===== src/rtl/alu_8bit.sv =====
// 8-bit ALU selected by a 15-byte ASCII operation name; {c_out,sum} is
// registered, so each result appears one clock after its inputs are sampled.
module alu_8bit (
  input  logic         clk,
  input  logic         rst,
  input  logic [120:1] oper,
  input  logic [7:0]   a,
  input  logic [7:0]   b,
  input  logic         c_in,
  output logic         c_out,
  output logic [7:0]   sum
);

  // Operation names, right-aligned in 120 bits with zero leading bytes.
  localparam logic [120:1] OP_ADD        = {96'd0, "add"};
  localparam logic [120:1] OP_SUBTRACT   = {56'd0, "subtract"};
  localparam logic [120:1] OP_SUBTRACT_A = {40'd0, "subtract_a"};
  localparam logic [120:1] OP_OR_AB      = {80'd0, "or_ab"};
  localparam logic [120:1] OP_AND_AB     = {72'd0, "and_ab"};
  localparam logic [120:1] OP_NOT_AB     = {72'd0, "not_ab"};
  localparam logic [120:1] OP_EXOR       = {88'd0, "exor"};
  localparam logic [120:1] OP_EXNOR      = {80'd0, "exnor"};

  logic [8:0] a_ext;
  logic [8:0] b_ext;
  logic [8:0] a_inv_ext;
  logic [8:0] b_inv_ext;
  logic [8:0] cin_ext;
  logic [8:0] result_next;

  assign a_ext     = {1'b0, a};
  assign b_ext     = {1'b0, b};
  assign a_inv_ext = {1'b0, ~a};
  assign b_inv_ext = {1'b0, ~b};
  assign cin_ext   = {8'd0, c_in};

  // Full 120-bit compare: anything not listed falls to zero, never X.
  always_comb begin
    result_next = 9'h000;
    case (oper)
      OP_ADD:        result_next = a_ext + b_ext + cin_ext;
      OP_SUBTRACT:   result_next = a_ext + b_inv_ext + cin_ext;
      OP_SUBTRACT_A: result_next = b_ext + a_inv_ext + cin_ext;
      OP_OR_AB:      result_next = {1'b0, a | b};
      OP_AND_AB:     result_next = {1'b0, a & b};
      OP_NOT_AB:     result_next = {1'b0, (~a) & b};
      OP_EXOR:       result_next = {1'b0, a ^ b};
      OP_EXNOR:      result_next = {1'b0, ~(a ^ b)};
      default:       result_next = 9'h000;
    endcase
  end

  always_ff @(posedge clk) begin
    if (rst) begin
      {c_out, sum} <= 9'h000;
    end else begin
      {c_out, sum} <= result_next;
    end
  end

endmodule


===== config.mk =====
export PLATFORM = sky130hd
export DESIGN_NAME = alu_8bit
export DESIGN_NICKNAME = d
export VERILOG_FILES = /design/src/rtl/alu_8bit.sv
export SDC_FILE = /design/constraint.sdc
export NUM_CORES = 1
export LEC_CHECK = 0
export BUFFER_PORTS_ARGS = -buffer_cell sky130_fd_sc_hd__buf_2
export CAP_MARGIN = 30
export CELL_PAD_IN_SITES_DETAIL_PLACEMENT = 1
export CELL_PAD_IN_SITES_GLOBAL_PLACEMENT = 1
export CORE_MARGIN = 2
export CORE_UTILIZATION = 25
export DETAILED_ROUTE_END_ITERATION = 10
export PLACE_DENSITY = 0.78
export SYNTH_ARGS = -nofsm -noshare
export SYNTH_HDL_FRONTEND = slang
export SYNTH_SLANG_ARGS = --single-unit

===== constraint.sdc =====
create_clock -name clk -period 2.87 [get_ports clk]
set_clock_uncertainty 0.15 [all_clocks]
set_input_delay 0.574 -clock clk [delete_from_list [all_inputs] [get_ports clk]]
set_output_delay 0.574 -clock clk [all_outputs]
set_load 0.02 [all_outputs]

Word-level counts from Yosys, hierarchy flattened
Index checks and enable logic that the tools add are counted.

storage, ports and cells
  input port bits = 139
  bits in registers = 9
  logic and storage cells = 24
  output and inout port bits = 9

operators by class
  add/sub/neg operators = 6
  bitwise gates (word level) = 7
  mux-type cells = 1
  equal/unequal tests = 8

operators by type and width
  kind                   count
  $eq 120x39->1 const B  2
  $eq 120x47->1 const B  2
  $eq 120x23->1 const B  1
  $eq 120x31->1 const B  1
  $eq 120x63->1 const B  1
  $eq 120x79->1 const B  1
  $pmux 9 s8             1
  $add 8x8->9            3
  $add 9x1->9            3
  $not 8->8              3
  $and 8x8->8            2
  $or 8x8->8             1
  $xor 8x8->8            1

Logic depth before layout (Yosys ltp)
Gate-level depths: netlist of the first run.

  word-level depth = 4
  mapped depth = 12
  gate-level depth less buffers = 12

Worst setup path before layout of the first run
No wires, ideal clock.

  kind = input to register
  from = in a[0]
  to = reg sum[4]
  setup time = 0.138 ns
  slack = 0.088 ns
  path buffers = 0
  cell stages on the path = 10
  data arrival time = 2.494 ns
  data required time = 2.582 ns
  cell sequence = inv_1 > fa_1 > fa_1 > nor2b_1 > o21a_1 > nor2_1 > o21ai_0 > o32a_1 > o21ai_0 > a41oi_2

between the ends
  longest elaborated chain between the ends = 4
  elaborated cells on any way between the ends = 8
  classes of those cells = add/sub: 6; mux: 1; bitwise: 1

ends and longest elaborated chain
  item                  line  RTL
  from (decl)           7     input logic [7:0] a,
  $not 8->8             33    assign a_inv_ext = {1'b0, ~a};
  $add 8x8->9           43    OP_SUBTRACT_A: result_next = b_ext + a_inv_ext + cin_ext;
  $add 9x1->9           43
  $pmux 9 s8 (*)        40    case (oper)
  to (signal assigned)  57    {c_out, sum} <= result_next;
  to (decl)             11    output logic [7:0] sum

Mark *: on every way between the ends. The rest lies on a longest branch, timed or not.
A chain may end at the register's enable or synchronous reset.

Final worst setup path of the first run
  from = in a[0]
  to = reg sum[6]

The elaborated chain is that of the path after synthesis.

==> results of run 1 <==
-- worst max path at each step --
stage,start,endpoint,slack [ns],depth (start not counted)
6_report,a[0],sum[6],0.09,14
2_1_floorplan,a[0],sum[4],0.09,10
5_1_grt,a[0],sum[6],-0.02,14
4_1_cts,a[0],c_out,0.005,12
3_3_place_gp,a[0],sum[4],-0.20,11
3_5_place_dp,a[0],c_out,-0.25,12
-- cell usage after synthesis, types with 3 or more instances --
library cell / instances / area share (%)
inv_1: 28 / 3.9
o21bai_1: 3 / 0.83
clkbuf_1: 5 / 0.69
and3_1: 3 / 0.69
nor4_2: 5 / 2.3
nor2_1: 51 / 7.0
buf_2: 3 / 0.55
fa_1: 6 / 4.4
o21ai_0: 16 / 2.9
a221oi_1: 4 / 1.3
nor2b_1: 4 / 0.92
and4_1: 5 / 1.6
nand2b_1: 4 / 0.92
ha_1: 29 / 13
a31oi_2: 4 / 1.8
a21oi_1: 22 / 4.1
nor3b_1: 3 / 0.83
nand4b_1: 6 / 1.9
o31ai_1: 4 / 1.1
nor3_1: 15 / 2.8
a21o_1: 3 / 0.83
or2_1: 3 / 0.69
a211o_1: 4 / 1.3
nand3_1: 16 / 2.9
nand4_1: 15 / 3.5
dfxtp_1: 9 / 6.6
nor4_1: 21 / 4.8
o32a_2: 5 / 2.1
nand2_1: 15 / 2.1
a211oi_1: 3 / 0.83
-- metal layers --
layer | wire length (µm) | share of wire, % | up-vias | global-route usage [%]
met5 | 0 | 0 | - | 0
met4 | 349 | 2.6 | 0 | 8.06
met3 | 684 | 5.2 | 35 | 3.25
met2 | 6800 | 51 | 143 | 42.5
met1 | 5410 | 41 | 1964 | 26.1
li1 | - | - | 1905 | -
-- critical path: stages --
cell,delay [ns]
buf_2,0.11
inv_1,0.14
fa_1,0.24
inv_1,0.06
fa_1,0.38
nand2b_1,0.10
a21oi_2,0.06
o21bai_1,0.24
a21oi_2,0.12
nor2_1,0.17
buf_4,0.14
a2bb2oi_1,0.17
a21o_1,0.15
a41oi_2,0.09
-- logic make-up (layout without fill, tap and decap cells) --
group	Yosys count	count (layout)	share of synthesized area [%]
adders and majority gates	35	35	17.8
and+or+nand+nor	196	196	44.8
AOI/OAI and AO/OA	90	90	24.6
xor gates and xnor gates	1	1	0.322
DFF	9	9	6.63
buffers and inverters	38	273	5.94
-- per-stage QoR --
| stage | power, mW | utilization (%) |
|---|---|---|
| finish | 0.759 | 41.4 |
| global route | 0.814 | 41.4 |
| CTS | 0.735 | 40.0 |
| detailed placement | 0.573 | 39.6 |
| global placement | 0.551 | 39.6 |
| floorplan | 0.303 | - |
-- power by group --
group / switching, mW / internal (mW) / leakage [nW]
combinational: 0.240 / 0.235 / 1.97
clock: 0.0612 / 0.0977 / 0.0228
sequential: 0 / 0.125 / 0.0724
total: 0.301 / 0.458 / 2.07
-- what timing repair did --
item                       in CTS  in global routing
setup endpoints to repair       1                  7
resized for setup               1                 30
setup buffers                   0                  3
pin swaps                       0                 13
-- flip-flops by register name, indices dropped and copies added (netlist names) --
register,cells
c_out,1
sum,8
-- cell type report --
cell class / count / share of cell area, %
multi-input combinational: 322 / 56.1
timing repair buffer: 241 / 32.5
sequential: 9 / 4.05
tap: 140 / 3.94
inverter: 28 / 2.36
clock buffer: 4 / 1.01
==> results.yml, run 1 <==
critical_path:
  critPathArrivalTime_ns: 2.75
  path_class: "in2reg"
  crit_path_end_kind: "flip-flop"
  crit_fanout: 3
  required_ns: 2.83
  start_kind: "input pin"
drt:
  initialDrtViolationCount: 185
  drcViolationCount: 0
  avgRoutedWirePerCell_um: 17.8
  vias: 4047
  vias_per_cell: 5.44
  routed_wl_um: 13200
  drtPass1Iterations: 4
  drtAntennaViolNets: 0
clocking:
  cts.sinks: 9
  cts_buffers: 3
  root_buffer: "clkbuf_8"
  clk_pin_slew_worst_paths_ns: 0.05
  cts_tree: "built"
  htreeDepth: 1
  clk_path_buf_depth: 2
  cts_hold_buf: 0
placement:
  placedCellCount: 737
  post-place-ws_ns: -0.247
  dp_hpwl_um: 11500
  dpl_cell_area_um2: 4260
  gp_congestion: 0.916
  io_buffer_count: 147
floorplanning:
  rows: 38
  pin_count: 148
  die_x_um: 108
  core_area_um2: 10700
  start_util_pct: 25.3
  dieArea_um2: 11700
  die_height_um: 108
logic_synthesis:
  ys_async_sr_fraction_pct: 0
  postSynthRegisterBits: 9
  synth_edf_count: 0
  synthFlopType: "dfxtp_1"
  yosysWarningCount: 0
  syn_inst: 369
  syn_area_um2: 2720
  synth_cell_types: 70
  syn_area_per_cell_um2: 7.36
  seq_area_frac_synth_pct: 6.63
  synthesis.nets: 543
sta:
  worst_slew_pin_slew_ns: 0.451
  rsz0062_at_grt: "yes"
  fmax_mhz: 360
  maxSlewHeadroom_pct: 69.7
  layout_setup_ws_ns: 0.0887
  whs_ns: 0.541
  fin_crit_sh_pct: 96.9
  slew_viol_final: 0
  setup_viol: 0
  period_minus_slack_ns: 2.78
  hold_viol: 0
  fin_tns_setup_ns: 0
cells_and_area:
  fin_nets: 779
  fin_cells: 744
  seqCellArea_um2: 180
  postLayoutCellArea_um2: 4450
  n_fill_cell: 1421
  mostFrequentLayoutCells: "buf_2 (147), buf_4 (93), nor2_1 (49)"
  n_antenna_cell: 0
  syn_to_final_growth_pct: 63.7
  layout-drive-gt1-share_pct: 48.5
  multiInputGateArea_um2: 2500
  final_common_cell: "buf_2"
power_and_ir_drop:
  p_per_area_nw_per_um2: 171
  ir_worst_vdd_uv: 105
  p_leak_nw: 2.07
min_path:
  hold_path_class: "in2reg"
  worstHoldPathCells: 3
  min_to: "sum[7]"
  worstHoldStart: "rst"
global_route:
  grt_max_degree: 12
  globalRouteOverflowTotal: 0
  grt_antenna_before_repair: 0
  grt_pass1_vias: 4490
  grt_pass1_wl_um: 21400
  track_usage_pct: 22.7
flow_run:
  cap_violations: 0
run_status:
  outcome: "complete, no violations"
No activity file was read; power rests on OpenSTA's default activity.
==> run 2: changes to the inputs <==
--- a/config.mk
+++ b/config.mk
@@ -7,12 +7,10 @@
 export LEC_CHECK = 0
 export BUFFER_PORTS_ARGS = -buffer_cell sky130_fd_sc_hd__buf_2
 export CAP_MARGIN = 30
-export CELL_PAD_IN_SITES_DETAIL_PLACEMENT = 1
-export CELL_PAD_IN_SITES_GLOBAL_PLACEMENT = 1
 export CORE_MARGIN = 2
 export CORE_UTILIZATION = 25
 export DETAILED_ROUTE_END_ITERATION = 10
-export PLACE_DENSITY = 0.78
+export PLACE_DENSITY = 0.59
 export SYNTH_ARGS = -nofsm -noshare
 export SYNTH_HDL_FRONTEND = slang
 export SYNTH_SLANG_ARGS = --single-unit
==> results.yml, run 2 (same netlist as run 1, synthesis figures left out) <==
critical_path:
  path_class: "in2reg"
  crit_fanout: 3
  start_kind: "input pin"
  crit_path_end_kind: "flip-flop"
  critPathSlowestCell: "or4_1"
  worst-path-buf-inv: 1
  critPathArrivalTime_ns: 2.80
  crit_family: "simple AND/OR/NAND/NOR gates"
  required_ns: 2.89
  crit_path_cell_trace: "buf_2, or4_1, nor4b_2, and3_2, nand4_1, o211ai_1, o31ai_1, a211o_1, a31oi_2"
  slowest_delay_ns: 0.53
global_route:
  globalRouteOverflowTotal: 0
  grt_pass1_wl_um: 19100
  grt_pass1_vias: 4159
  grt_max_degree: 12
  track_usage_pct: 20.3
  grt_antenna_before_repair: 0
drt:
  drcViolationCount: 0
  initialDrtViolationCount: 158
  routed_wl_um: 11800
  drtAntennaViolNets: 0
  vias: 3891
  drtPass1Iterations: 4
  avgRoutedWirePerCell_um: 15.7
  vias_per_cell: 5.19
sta:
  layout_setup_ws_ns: 0.0861
  worst_slew_pin_slew_ns: 0.436
  rsz0062_at_grt: "yes"
  maxSlewHeadroom_pct: 70.7
  setup_viol: 0
  slew_viol_final: 0
  period_minus_slack_ns: 2.78
  fin_crit_sh_pct: 97.0
  fmax_mhz: 359
  hold_viol: 0
clocking:
  cts_hold_buf: 0
  clk_pin_slew_worst_paths_ns: 0.06
  htreeDepth: 1
  cts.sinks: 9
  cts_buffers: 3
  clk_path_buf_depth: 2
  cts_tree: "built"
  root_buffer: "clkbuf_8"
run_status:
  outcome: "complete, no violations"
placement:
  gp_congestion: 0.950
  io_buffer_count: 147
  post-place-ws_ns: -0.229
  dp_hpwl_um: 10400
  dpl_cell_area_um2: 4320
power_and_ir_drop:
  p_leak_nw: 2.09
  p_per_area_nw_per_um2: 167
  ir_worst_vdd_uv: 113
  totalPowerFinal_uw: 742
cells_and_area:
  final_common_cell: "buf_2"
  mostFrequentLayoutCells: "buf_2 (147), buf_4 (99), nor2_1 (51)"
  n_antenna_cell: 0
  layout-drive-gt1-share_pct: 47.7
  syn_to_final_growth_pct: 63.7
  n_fill_cell: 1165
  fin_nets: 785
  largest_register_ff_count: 8
  postLayoutCellArea_um2: 4450
floorplanning:
  dieArea_um2: 11700
  start_util_pct: 25.3
  die_height_um: 108
  die_x_um: 108
  rows: 38
  pin_count: 148
  core_area_um2: 10700
min_path:
  hold_path_class: "in2reg"
flow_run:
  cap_violations: 0
==> run 2: worst paths after layout <==
| kind | start | cells after the start | endpoint | slack, ns |
|---|---|---|---|---|
| worst max-delay path | oper[34] | 9 | sum[3] | 0.09 |
| worst min-delay path | rst | 4 | sum[3] | 0.66 |
==> run 2: through the flow <==
step / TNS [ns] / util, % / hold WS (ns) / std cells
final: 0 / 41.4 / 0.657 / 750
after global routing: -0.00202 / 41.4 / 0.673 / 750
after CTS: 0 / 40.6 / 0.648 / 748
after detailed placement: -1.30 / 40.2 / 0.839 / 744
after global placement: -0.942 / 40.2 / 0.840 / 744
after floorplan: 0 / - / 0.591 / 369
==> run 2: cell type report <==
cell class	count	area, µm²	area share, %
well taps	140	175	3.94
flip-flops and latches	9	180	4.05
clock buffers	4	45.0	1.01
inverters	28	105	2.36
repair buffers	247	1500	33.7
multi-input cells	322	2440	54.9
==> run 2: where the power goes <==
part | internal [mW] | total [mW] | leakage [nW] | switching (mW)
clock | 0.0975 | 0.156 | 0.0228 | 0.0585
sequential | 0.125 | 0.125 | 0.0724 | 0
combinational | 0.237 | 0.460 | 1.99 | 0.224
total | 0.459 | 0.742 | 2.09 | 0.282
==> run 2: timing repair <==
action / CTS / global route
endpoints found under the setup margin: 0 / 9
gates resized for setup: 0 / 18
setup buffers: 0 / 2
==> run 2: routing by layer <==
layer	GRT usage (%)	wire length, µm
met1	23.7	4860
met2	38.0	5930
met3	2.83	742
met4	6.68	257
met5	0	0
